[src/rtl/dpram_port_scheduler_if.sv]
// Bundle between the port scheduler, its client requesters and the shared
// true dual-port RAM.
//   master : the scheduler. It takes requests and RAM read data, and drives
//            grants, responses, RAM pins and the collision counter.
//   slave  : the environment (client engines plus the RAM itself).
// Signals:
//   req_valid/req_we/req_addr/req_wdata  flat per-requester request fields
//   req_ready                            per-requester grant
//   rsp_valid/rsp_rdata                  per-requester read response
//   ram_addr_x/ram_data_x/ram_we_x       RAM port x command (x = a, b)
//   ram_q_x                              RAM port x registered read data
//   coll_count                           saturating count of withdrawn grants
interface dpram_port_scheduler_if #(
    parameter int NREQ       = 4,
    parameter int DATA_WIDTH = 8,
    parameter int ADDR_WIDTH = 6,
    parameter int CNT_WIDTH  = 16
);
    logic [NREQ-1:0]            req_valid;
    logic [NREQ-1:0]            req_we;
    logic [NREQ*ADDR_WIDTH-1:0] req_addr;
    logic [NREQ*DATA_WIDTH-1:0] req_wdata;
    logic [NREQ-1:0]            req_ready;
    logic [NREQ-1:0]            rsp_valid;
    logic [NREQ*DATA_WIDTH-1:0] rsp_rdata;
    logic [ADDR_WIDTH-1:0]      ram_addr_a;
    logic [DATA_WIDTH-1:0]      ram_data_a;
    logic                       ram_we_a;
    logic [DATA_WIDTH-1:0]      ram_q_a;
    logic [ADDR_WIDTH-1:0]      ram_addr_b;
    logic [DATA_WIDTH-1:0]      ram_data_b;
    logic                       ram_we_b;
    logic [DATA_WIDTH-1:0]      ram_q_b;
    logic [CNT_WIDTH-1:0]       coll_count;

    modport master (
        input  req_valid, req_we, req_addr, req_wdata, ram_q_a, ram_q_b,
        output req_ready, rsp_valid, rsp_rdata,
        output ram_addr_a, ram_data_a, ram_we_a,
        output ram_addr_b, ram_data_b, ram_we_b,
        output coll_count
    );

    modport slave (
        output req_valid, req_we, req_addr, req_wdata, ram_q_a, ram_q_b,
        input  req_ready, rsp_valid, rsp_rdata,
        input  ram_addr_a, ram_data_a, ram_we_a,
        input  ram_addr_b, ram_data_b, ram_we_b,
        input  coll_count
    );
endinterface

[src/rtl/dpram_port_scheduler.sv]
// Shares one single-clock true dual-port RAM (registered read data) between
// NREQ requesters. Each cycle up to two requests are granted round-robin:
// the first winner drives RAM port A, the second drives port B. A B winner
// that would race the A winner on the same address (at least one write) is
// withdrawn and counted. Read data returns to the issuing requester one
// cycle after its grant.
// Ports:
//   clk    rising-edge clock
//   rst_n  synchronous active-low reset
//   bus    dpram_port_scheduler_if.master (requests, responses, RAM pins,
//          collision counter)
module dpram_port_scheduler #(
    parameter int NREQ       = 4,
    parameter int DATA_WIDTH = 8,
    parameter int ADDR_WIDTH = 6,
    parameter int CNT_WIDTH  = 16
) (
    input  logic                    clk,
    input  logic                    rst_n,
    dpram_port_scheduler_if.master  bus
);
    localparam int IDX_W = (NREQ > 1) ? $clog2(NREQ) : 1;

    logic [ADDR_WIDTH-1:0] addr_arr  [NREQ];
    logic [DATA_WIDTH-1:0] wdata_arr [NREQ];

    logic [IDX_W-1:0]      rr_ptr_p0;
    logic [NREQ-1:0]       rsp_valid_p0;
    logic [CNT_WIDTH-1:0]  coll_cnt_p0;
    logic                  rd_a_vld_p0;
    logic [IDX_W-1:0]      rd_a_own_p0;
    logic                  rd_b_vld_p0;
    logic [IDX_W-1:0]      rd_b_own_p0;
    logic [ADDR_WIDTH-1:0] hold_addr_a_p0;
    logic [DATA_WIDTH-1:0] hold_data_a_p0;
    logic [ADDR_WIDTH-1:0] hold_addr_b_p0;
    logic [DATA_WIDTH-1:0] hold_data_b_p0;

    logic                  a_found;
    logic [IDX_W-1:0]      a_idx;
    logic                  b_found;
    logic [IDX_W-1:0]      b_idx;
    logic                  hazard;
    logic                  b_grant;
    logic [NREQ-1:0]       grant_vec;
    logic [NREQ-1:0]       rd_vec;
    logic [IDX_W-1:0]      last_idx;
    logic [IDX_W-1:0]      next_ptr;

    for (genvar g = 0; g < NREQ; g++) begin : g_unpack
        assign addr_arr[g]  = bus.req_addr[g*ADDR_WIDTH +: ADDR_WIDTH];
        assign wdata_arr[g] = bus.req_wdata[g*DATA_WIDTH +: DATA_WIDTH];
    end

    // Stage 0: round-robin scan starting at rr_ptr, two winners
    always_comb begin
        logic [IDX_W-1:0] cand;
        a_found = 1'b0;
        a_idx   = '0;
        b_found = 1'b0;
        b_idx   = '0;
        cand    = '0;
        for (int k = 0; k < NREQ; k++) begin
            cand = IDX_W'((int'(rr_ptr_p0) + k) % NREQ);
            if (bus.req_valid[cand]) begin
                if (!a_found) begin
                    a_found = 1'b1;
                    a_idx   = cand;
                end else if (!b_found) begin
                    b_found = 1'b1;
                    b_idx   = cand;
                end
            end
        end
    end

    // Two reads of one address are harmless; anything involving a write is not.
    assign hazard  = a_found && b_found && (addr_arr[a_idx] == addr_arr[b_idx])
                     && (bus.req_we[a_idx] || bus.req_we[b_idx]);
    assign b_grant = b_found && !hazard;

    always_comb begin
        grant_vec = '0;
        if (a_found) grant_vec[a_idx] = 1'b1;
        if (b_grant) grant_vec[b_idx] = 1'b1;
    end

    assign rd_vec   = grant_vec & ~bus.req_we;
    assign last_idx = b_grant ? b_idx : a_idx;
    assign next_ptr = (last_idx == IDX_W'(NREQ - 1)) ? '0 : last_idx + 1'b1;

    assign bus.req_ready  = rst_n ? grant_vec : '0;
    assign bus.ram_we_a   = rst_n && a_found && bus.req_we[a_idx];
    assign bus.ram_addr_a = a_found ? addr_arr[a_idx]  : hold_addr_a_p0;
    assign bus.ram_data_a = a_found ? wdata_arr[a_idx] : hold_data_a_p0;
    // A withdrawn B winner leaves port B idle, exactly like no B winner.
    assign bus.ram_we_b   = rst_n && b_grant && bus.req_we[b_idx];
    assign bus.ram_addr_b = b_grant ? addr_arr[b_idx]  : hold_addr_b_p0;
    assign bus.ram_data_b = b_grant ? wdata_arr[b_idx] : hold_data_b_p0;

    // Stage 1: pointer advance, port-owner capture, collision count
    always_ff @(posedge clk) begin
        if (!rst_n) begin
            rr_ptr_p0    <= '0;
            rsp_valid_p0 <= '0;
            coll_cnt_p0  <= '0;
            rd_a_vld_p0  <= 1'b0;
            rd_a_own_p0  <= '0;
            rd_b_vld_p0  <= 1'b0;
            rd_b_own_p0  <= '0;
        end else begin
            if (a_found) rr_ptr_p0 <= next_ptr;
            rsp_valid_p0 <= rd_vec;
            rd_a_vld_p0  <= a_found && !bus.req_we[a_idx];
            rd_a_own_p0  <= a_idx;
            rd_b_vld_p0  <= b_grant && !bus.req_we[b_idx];
            rd_b_own_p0  <= b_idx;
            if (hazard && (coll_cnt_p0 != '1)) coll_cnt_p0 <= coll_cnt_p0 + 1'b1;
        end
    end

    // Idle ports keep presenting the last address/data they carried.
    always_ff @(posedge clk) begin
        if (a_found) begin
            hold_addr_a_p0 <= addr_arr[a_idx];
            hold_data_a_p0 <= wdata_arr[a_idx];
        end
        if (b_grant) begin
            hold_addr_b_p0 <= addr_arr[b_idx];
            hold_data_b_p0 <= wdata_arr[b_idx];
        end
    end

    // Stage 2: steer RAM read data to the requester that owned each port.
    // The two ports never share an owner, so B simply overrides A.
    for (genvar g = 0; g < NREQ; g++) begin : g_rsp
        assign bus.rsp_rdata[g*DATA_WIDTH +: DATA_WIDTH] =
            (rd_b_vld_p0 && (rd_b_own_p0 == IDX_W'(g))) ? bus.ram_q_b : bus.ram_q_a;
    end

    assign bus.rsp_valid  = rsp_valid_p0;
    assign bus.coll_count = coll_cnt_p0;

endmodule

[src/flat_wrapper.sv]
// flat-port wrapper written by rule: the top's interface ports become plain ports
module dpram_port_scheduler_flat 
#(
    parameter int NREQ       = 4,
    parameter int DATA_WIDTH = 8,
    parameter int ADDR_WIDTH = 6,
    parameter int CNT_WIDTH  = 16
)
  (clk, rst_n, bus_req_valid, bus_req_we, bus_req_addr, bus_req_wdata, bus_ram_q_a, bus_ram_q_b, bus_req_ready, bus_rsp_valid, bus_rsp_rdata, bus_ram_addr_a, bus_ram_data_a, bus_ram_we_a, bus_ram_addr_b, bus_ram_data_b, bus_ram_we_b, bus_coll_count);
  dpram_port_scheduler_if #(.NREQ(NREQ), .DATA_WIDTH(DATA_WIDTH), .ADDR_WIDTH(ADDR_WIDTH), .CNT_WIDTH(CNT_WIDTH)) bus_i ();
  input  logic clk;
  input  logic rst_n;
  input wire logic [$bits(bus_i.req_valid)-1:0] bus_req_valid;
  input wire logic [$bits(bus_i.req_we)-1:0] bus_req_we;
  input wire logic [$bits(bus_i.req_addr)-1:0] bus_req_addr;
  input wire logic [$bits(bus_i.req_wdata)-1:0] bus_req_wdata;
  input wire logic [$bits(bus_i.ram_q_a)-1:0] bus_ram_q_a;
  input wire logic [$bits(bus_i.ram_q_b)-1:0] bus_ram_q_b;
  output wire logic [$bits(bus_i.req_ready)-1:0] bus_req_ready;
  output wire logic [$bits(bus_i.rsp_valid)-1:0] bus_rsp_valid;
  output wire logic [$bits(bus_i.rsp_rdata)-1:0] bus_rsp_rdata;
  output wire logic [$bits(bus_i.ram_addr_a)-1:0] bus_ram_addr_a;
  output wire logic [$bits(bus_i.ram_data_a)-1:0] bus_ram_data_a;
  output wire logic [$bits(bus_i.ram_we_a)-1:0] bus_ram_we_a;
  output wire logic [$bits(bus_i.ram_addr_b)-1:0] bus_ram_addr_b;
  output wire logic [$bits(bus_i.ram_data_b)-1:0] bus_ram_data_b;
  output wire logic [$bits(bus_i.ram_we_b)-1:0] bus_ram_we_b;
  output wire logic [$bits(bus_i.coll_count)-1:0] bus_coll_count;
  assign bus_i.req_valid = bus_req_valid;
  assign bus_i.req_we = bus_req_we;
  assign bus_i.req_addr = bus_req_addr;
  assign bus_i.req_wdata = bus_req_wdata;
  assign bus_i.ram_q_a = bus_ram_q_a;
  assign bus_i.ram_q_b = bus_ram_q_b;
  assign bus_req_ready = bus_i.req_ready;
  assign bus_rsp_valid = bus_i.rsp_valid;
  assign bus_rsp_rdata = bus_i.rsp_rdata;
  assign bus_ram_addr_a = bus_i.ram_addr_a;
  assign bus_ram_data_a = bus_i.ram_data_a;
  assign bus_ram_we_a = bus_i.ram_we_a;
  assign bus_ram_addr_b = bus_i.ram_addr_b;
  assign bus_ram_data_b = bus_i.ram_data_b;
  assign bus_ram_we_b = bus_i.ram_we_b;
  assign bus_coll_count = bus_i.coll_count;
  dpram_port_scheduler #(.NREQ(NREQ), .DATA_WIDTH(DATA_WIDTH), .ADDR_WIDTH(ADDR_WIDTH), .CNT_WIDTH(CNT_WIDTH)) u_core (.clk(clk), .rst_n(rst_n), .bus(bus_i));
endmodule
[config.mk]
export PLATFORM = sky130hd
export DESIGN_NAME = dpram_port_scheduler_flat
export DESIGN_NICKNAME = d
export VERILOG_FILES = /design/src/rtl/dpram_port_scheduler_if.sv /design/src/rtl/dpram_port_scheduler.sv /design/src/flat_wrapper.sv
export SDC_FILE = /design/constraint.sdc
export NUM_CORES = 1
export LEC_CHECK = 0
export CAP_MARGIN = 20
export CORE_AREA = 3 3 128 130
export CTS_BUF_LIST = sky130_fd_sc_hd__clkbuf_16
export DETAILED_ROUTE_END_ITERATION = 10
export DIE_AREA = 0 0 131 133
export PLACE_DENSITY = 0.52
export SLEW_MARGIN = 15
export SYNTH_ARGS = -nofsm -noshare
export SYNTH_HDL_FRONTEND = slang
export SYNTH_SLANG_ARGS = --single-unit
[constraint.sdc]
create_clock -name clk -period 7.8 [get_ports clk]
set_input_delay 1.56 -clock clk [delete_from_list [all_inputs] [get_ports clk]]
set_output_delay 1.56 -clock clk [all_outputs]
set_load 0.1 [all_outputs]
Word-level counts from Yosys, hierarchy flattened
Cells that the tools add are included.
{ "classes": {"n_bitwise": 5, "n_reduce_logical": 20, "add_sub_neg": 5, "eq_ne": 6, "muxes": 66, "magnitude_cmp": 10} }
{ "ops": {"columns": ["operator", "n"], "rows": [
  ["$mux 8", 10],
  ["$mux 6", 6],
  ["$mux 2", 17],
  ["$bmux 8 s2", 2],
  ["$bmux 6 s2", 2],
  ["$lt 2x3->1 const B", 6],
  ["$mux 1", 18],
  ["$add 16x1->16 const B", 1],
  ["$logic_and 1x1->1", 16],
  ["$ne 16x16->1 const B", 1],
  ["$bmux 1 s2", 6],
  ["$mux 4", 3],
  ["$eq 2x2->1 const B", 3],
  ["$eq 6x6->1", 1],
  ["$ge 3x3->1 const B", 2],
  ["$not 2->3", 2],
  ["$add 2x1->2 const B", 2],
  ["$add 2x2->2 const B", 2],
  ["$and 4x4->4", 1],
  ["$demux 1 s2", 2],
  ["$ge 2x1->1 const B", 2],
  ["$not 4->4", 1],
  ["$or 4x4->4", 1],
  ["$eq 2x1->1 const B", 1],
  ["other kinds (3)", 4]
]} }
{ "word_totals": {"regBits": 53, "input_bits": 82} }

Logic depth before layout (Yosys ltp)
{ "logic_depth": {"ltp_word": 23, "mapped_depth": 16} }

Worst setup path after synthesis
No wires, ideal clock.
{ "synth_path": {"path_kind": "input to output", "start": "input port bus_req_valid[1]", "end": "output port bus_ram_addr_b[5]", "required_ns": 6.240, "path_slack_ns": -0.493, "stages": 14, "arrival_time_ns": 6.733, "path_cell_list": "buf_2 -> buf_1 -> mux4_2 -> ha_1 -> mux2_4 -> a221oi_2 -> nor3_2 -> buf_6 -> mux2_4 -> and3_1 -> nor4_2 -> a41oi_1 -> clkbuf_1 -> o21ai_0"} }
{ "synth_via": {"elab_chain_len": 21, "elab_cells_between_ends": 53, "classes_between": "eq/ne (1); mux (44); bitwise (2); reduce/logical (6)"} }
{ "synth_rtl": {"columns": ["element", "line_no", "rtl"], "rows": [
  ["start, declared", "flat_wrapper.sv:13", "input wire logic [$bits(bus_i.req_valid)-1:0] bus_req_valid;"],
  ["$bmux 1 s2", "dpram_port_scheduler.sv:65", "if (bus.req_valid[cand]) begin"],
  ["$mux 1 (not written as such)", "dpram_port_scheduler.sv:65", null],
  ["$mux 1", "dpram_port_scheduler.sv:65", null],
  ["$mux 2 or $mux 1 (tied branches)", "dpram_port_scheduler.sv:66", "if (!a_found) begin"],
  ["$mux 2 or $mux 1 (tied branches)", "dpram_port_scheduler.sv:65", null],
  ["$mux 2", "dpram_port_scheduler.sv:69", "end else if (!b_found) begin"],
  ["$mux 2", "dpram_port_scheduler.sv:66", null],
  ["$mux 2", "dpram_port_scheduler.sv:65", null],
  ["(+4 left out)", null, null],
  ["$bmux 6 s2", "dpram_port_scheduler.sv:78, dpram_port_scheduler.sv:98", null],
  ["$mux 6 (not written as such) (2 in series)", "dpram_port_scheduler.sv:78, dpram_port_scheduler.sv:98", null],
  ["$eq 6x6->1", "dpram_port_scheduler.sv:78", "assign hazard = a_found && b_found && (addr_arr[a_idx] == addr_arr[b_idx])"],
  ["$logic_and 1x1->1", "dpram_port_scheduler.sv:78", null],
  ["$logic_and 1x1->1", "dpram_port_scheduler.sv:79", "&& (bus.req_we[a_idx] || bus.req_we[b_idx]);"],
  ["$logic_not 1->1", "dpram_port_scheduler.sv:80", "assign b_grant = b_found && !hazard;"],
  ["$logic_and 1x1->1", "dpram_port_scheduler.sv:80", null],
  ["$mux 6 *", "dpram_port_scheduler.sv:98", "assign bus.ram_addr_b = b_grant ? addr_arr[b_idx] : hold_addr_b_p0;"],
  ["end, declared", "flat_wrapper.sv:25", "output wire logic [$bits(bus_i.ram_addr_b)-1:0] bus_ram_addr_b;"]
]} }
Every way passes the cells marked *; elsewhere a longest branch is shown, timed or not. The select of a mux whose other input is x is not followed.

Final worst setup path
{ "layout_path": {"start": "input port bus_req_valid[0]", "end": "output port bus_ram_data_b[3]"} }
{ "layout_via": {"elab_chain_len": 21, "elab_cells_between_ends": 56, "classes_between": "eq/ne (1); mux (47); bitwise (2); reduce/logical (6)"} }
{ "layout_rtl": {"columns": ["element", "line_no", "rtl"], "rows": [
  ["$bmux 1 s2", "dpram_port_scheduler.sv:65", null],
  ["$mux 1 (not written as such)", "dpram_port_scheduler.sv:65", null],
  ["$mux 1", "dpram_port_scheduler.sv:65", null],
  ["$mux 2 or $mux 1 (tied branches)", "dpram_port_scheduler.sv:66", null],
  ["$mux 2 or $mux 1 (tied branches)", "dpram_port_scheduler.sv:65", null],
  ["$mux 2", "dpram_port_scheduler.sv:69", null],
  ["$mux 2", "dpram_port_scheduler.sv:66", null],
  ["$mux 2", "dpram_port_scheduler.sv:65", null],
  ["(+4 left out)", null, null],
  ["$bmux 6 s2", "dpram_port_scheduler.sv:78", null],
  ["$mux 6 (not written as such) (2 in series)", "dpram_port_scheduler.sv:78", null],
  ["$eq 6x6->1", "dpram_port_scheduler.sv:78", null],
  ["$logic_and 1x1->1", "dpram_port_scheduler.sv:78", null],
  ["$logic_and 1x1->1", "dpram_port_scheduler.sv:79", null],
  ["$logic_not 1->1", "dpram_port_scheduler.sv:80", null],
  ["$logic_and 1x1->1", "dpram_port_scheduler.sv:80", null],
  ["$mux 8 *", "dpram_port_scheduler.sv:99", "assign bus.ram_data_b = b_grant ? wdata_arr[b_idx] : hold_data_b_p0;"],
  ["end, declared", "flat_wrapper.sv:26", "output wire logic [$bits(bus_i.ram_data_b)-1:0] bus_ram_data_b;"]
]} }
Marked as above.

==> impl_results.md <==
- Layout cells sized above 1: 20.7%
- GR Util met2: 26.4%
- Commonest non-fill, non-tap cell in the layout: clkdlybuf4s50_1
- GP Congestion: 0.849
- Cell area after layout: 0.00637 mm2
- Dpl ws: 641 ps
- P per Cell Area: 492 mW/mm2
- Synth Warn #: 0
- Die area: around 0.017 mm2
- Post-placement cell area: 0.00622 mm2
- Hold buffers post-CTS: 0
- # DRC: 0
- Avg Inst Size Synth: 8.42 um2
- Sw Pwr: 1.86 mW
- Sequential cell area fraction in the yosys report: 25.6%
- Fill cell count: 1512
- Max incr delay on CP: 540 ps
- Initial DRT Pass Iterations: 6
- Final total power: 3.13 mW
- Max Clk Rate: 140 MHz
- Status: completed
- Cell Int Power: around 1.3 mW
- RSZ-0062 raised after global routing: false
- Largest net degree at the start of global routing: 35
- Worst Clk Skew: 8.10 ps
- CTS tree: done
- GRT Overall Usage: 16.0%
- Initial Util: 27.2%
- Setup Fix Bufs, Post-CTS: 0
- Clock Sinks: 53
- Skew-Pair Late Insertion Delay: 300 ps
- Synthesized area: 0.00415 mm2
- Cells after Synth: 493
- Relative slew slack: about a third
- HP Start: u_core.hold_addr_a_p0[3]
- GR peak layer: met2
- Routed WL per cell: 16.9 um
- Number of setup violations in the final report: 0
- CP arrival: 5600 ps
- Num rows: between 40 and 50
- Worst-path cell chain: clkdlybuf4s50_1, buf_4, mux4_2, mux2_4, a221oi_2, nor3_4, mux2_2, and3_1, nor4_2, a41oi_2, buf_4, o21ai_0, buf_12
- Worst hold path type: register to register
- Global-route wire length before repair: 22400 um
- Clock share of power: 7.5%
- Initial antenna violation count: 0
- Hold Vio Cnt, Final: 0
- WS Path Type: input pin to output pin
- Synth async-reset ratio: 0%
- Nets: 731
- Top FF cell, synth: dfxtp_1
- Vias/cell: 5.12
- Hold Slack: 456 ps
- CTS Root Buffer Type: clkbuf_16
- Number of global-route vias before repair: 4226
- TritonCTS buffer count: 5
- Max cap viols: 0
- IO Count: around 170
- Vias: 4389
- Crit path top cell by count: buf_4
- Number of non-filler instances in the completed layout: 858
- Sequential power share: roughly 13%
- Port Buffer Count: approximately 170
- R2R depth: 12
- Endpoint class of the critical path: output pin
- CTS resizes: 0
- Final WS setup: roughly 640 ps
- Core footprint: 0.0153 mm2
- Placed Cells: 850
- Ant diodes: 0
- ANT nets after route: 0
- Post-synth EDFFs: 0
- WHS Endpoint: u_core.hold_addr_a_p0[3]
- Total Wirelength: ~15000 um
- Final Cycle Share: 91.8%
- Comb power frac: 79.1%
- Max Root-Sink Buffers: 2
- Slowest CP cell: nor3_4
- DR iter-0 viols: around 250
- VDD IR max: 0.501 mV
- Minimum clock period: 7160 ps
- Seq cells post-synth: 53
- CTS clock-pin slew for the worst setup and hold paths: 80 ps
- Synth unique cells: 60
- Max-slew violations: 0
- Grt met3 use: 4.97%
- CP startpoint kind: input pin
- Cells on Worst Hold Path: 2
- LEAKAGE: 2.40 nW
- R2R setup slack: 3200 ps
- Critical Path RT: ~6200 ps
- Switching share of power: 59.5%
- Worst r2r src: u_core.rr_ptr_p0[0]
- Most frequent cells in the layout: clkdlybuf4s50_1 (133), nand2_1 (55), dfxtp_1 (53), mux2_2 (52), mux2i_1 (46)
- Gr ovfl total: 0
- Reg2reg end: u_core.bus.coll_count[12]
- CP max FO: 26
- Layout area overhead: 53.6%
- Post-DP HPWL: 11100 um
- Slew at the pin with the worst max-slew slack: roughly 1000 ps
- H-tree depth: 2
- Die height: 133 um
- Syn nets: a little under 600
- M1 GR Usage: between 20 and 25%
- Die width: 131 um
-- flip-flops by register name (all words and copies together), names as in the netlist --
register,flops
u_core.rr_ptr_p0,2
u_core.rd_b_own_p0,2
u_core.hold_data_a_p0,8
u_core.bus.rsp_valid,4
u_core.hold_addr_a_p0,6
u_core.rd_b_vld_p0,1
u_core.hold_addr_b_p0,6
u_core.bus.coll_count,16
u_core.hold_data_b_p0,8
-- power by group through the flow --
stage / registers [mW] / logic, mW / clock network [mW]
2_1_floorplan: 0.450 / 1.76 / 0
3_3_place_gp: 0.422 / 2.47 / 0
3_5_place_dp: 0.426 / 2.48 / 0
4_1_cts: 0.420 / 2.49 / 0.246
5_1_grt: 0.431 / 2.60 / 0.256
6_report: 0.420 / 2.48 / 0.236
-- worst max-delay path by stage --
stage / start / endpoint / depth (start not counted)
floorplan: bus_req_valid[1] / bus_ram_addr_b[5] / 14
global placement: bus_req_valid[3] / bus_ram_data_b[7] / 13
detailed placement: bus_req_valid[2] / bus_ram_data_b[3] / 13
CTS: bus_req_valid[3] / bus_ram_data_b[3] / 13
global route: bus_req_valid[0] / bus_ram_data_b[6] / 13
finish: bus_req_valid[0] / bus_ram_data_b[3] / 13
-- area by class of cell --
cell class | instances | area, um2 | share of cell area (%)
Inverter | 23 | 86.3 | 1.36
Timing Repair Buffer | 181 | 1940 | 30.5
Clock buffer | 5 | 125 | 1.96
Clock inverter | 3 | 26.3 | 0.412
Sequential cell | 53 | 1060 | 16.7
Multi-Input combinational cell | 382 | 2870 | 45.0
Tap cell | 211 | 264 | 4.14
-- per-stage QoR --
stage	utilization [%]	TNS (ps)
3_3_place_gp	40.7	0
4_1_cts	41.8	0
6_report	41.8	0
5_1_grt	41.8	0
2_1_floorplan	-	-3440
3_5_place_dp	40.8	0
-- cells in the mapped netlist (all sizes together) (6+ instances only) --
library cell / count / share of area [%]
mux2: 55 / 15
nand2: 55 / 5.0
dfxtp: 53 / 26
o21ai: 49 / 5.9
mux2i: 46 / 11
a21oi: 25 / 3.0
inv: 23 / 2.1
nand3: 21 / 2.5
clkbuf: 19 / 1.7
buf: 16 / 2.4
nor2: 10 / 0.90
and3: 8 / 1.2
nor4: 8 / 1.7
o211ai: 8 / 1.4
o31ai: 8 / 1.4
or4: 8 / 1.4
nand2b: 7 / 1.1
nand4: 7 / 1.1
nor3: 6 / 0.84
-- routing by layer --
layer  vias up  part of all wire [%]
li1       2146                     -
met1      2053                    43
met2       180                    47
met3        10                   8.8
met4         0                   1.3
met5         -                     0
-- logic make-up after synthesis --
logic type / Yosys count / share of synthesized area [%]
buffers and inverters: 58 / 6.21
adders and majority gates: 4 / 1.18
AOI/OAI and AO/OA: 112 / 17.3
DFF: 53 / 25.6
xor gates and xnor gates: 3 / 0.633
muxes: 105 / 28.5
and+or+nand+nor: 158 / 20.7
-- critical path, delay by kind of cell --
kind            cells  cell delay [ps]
mux                 3             1170
buf+inv             4             1140
compound gates      3              650
simple gates        3             1070
Power figures use the tool's default switching activity.
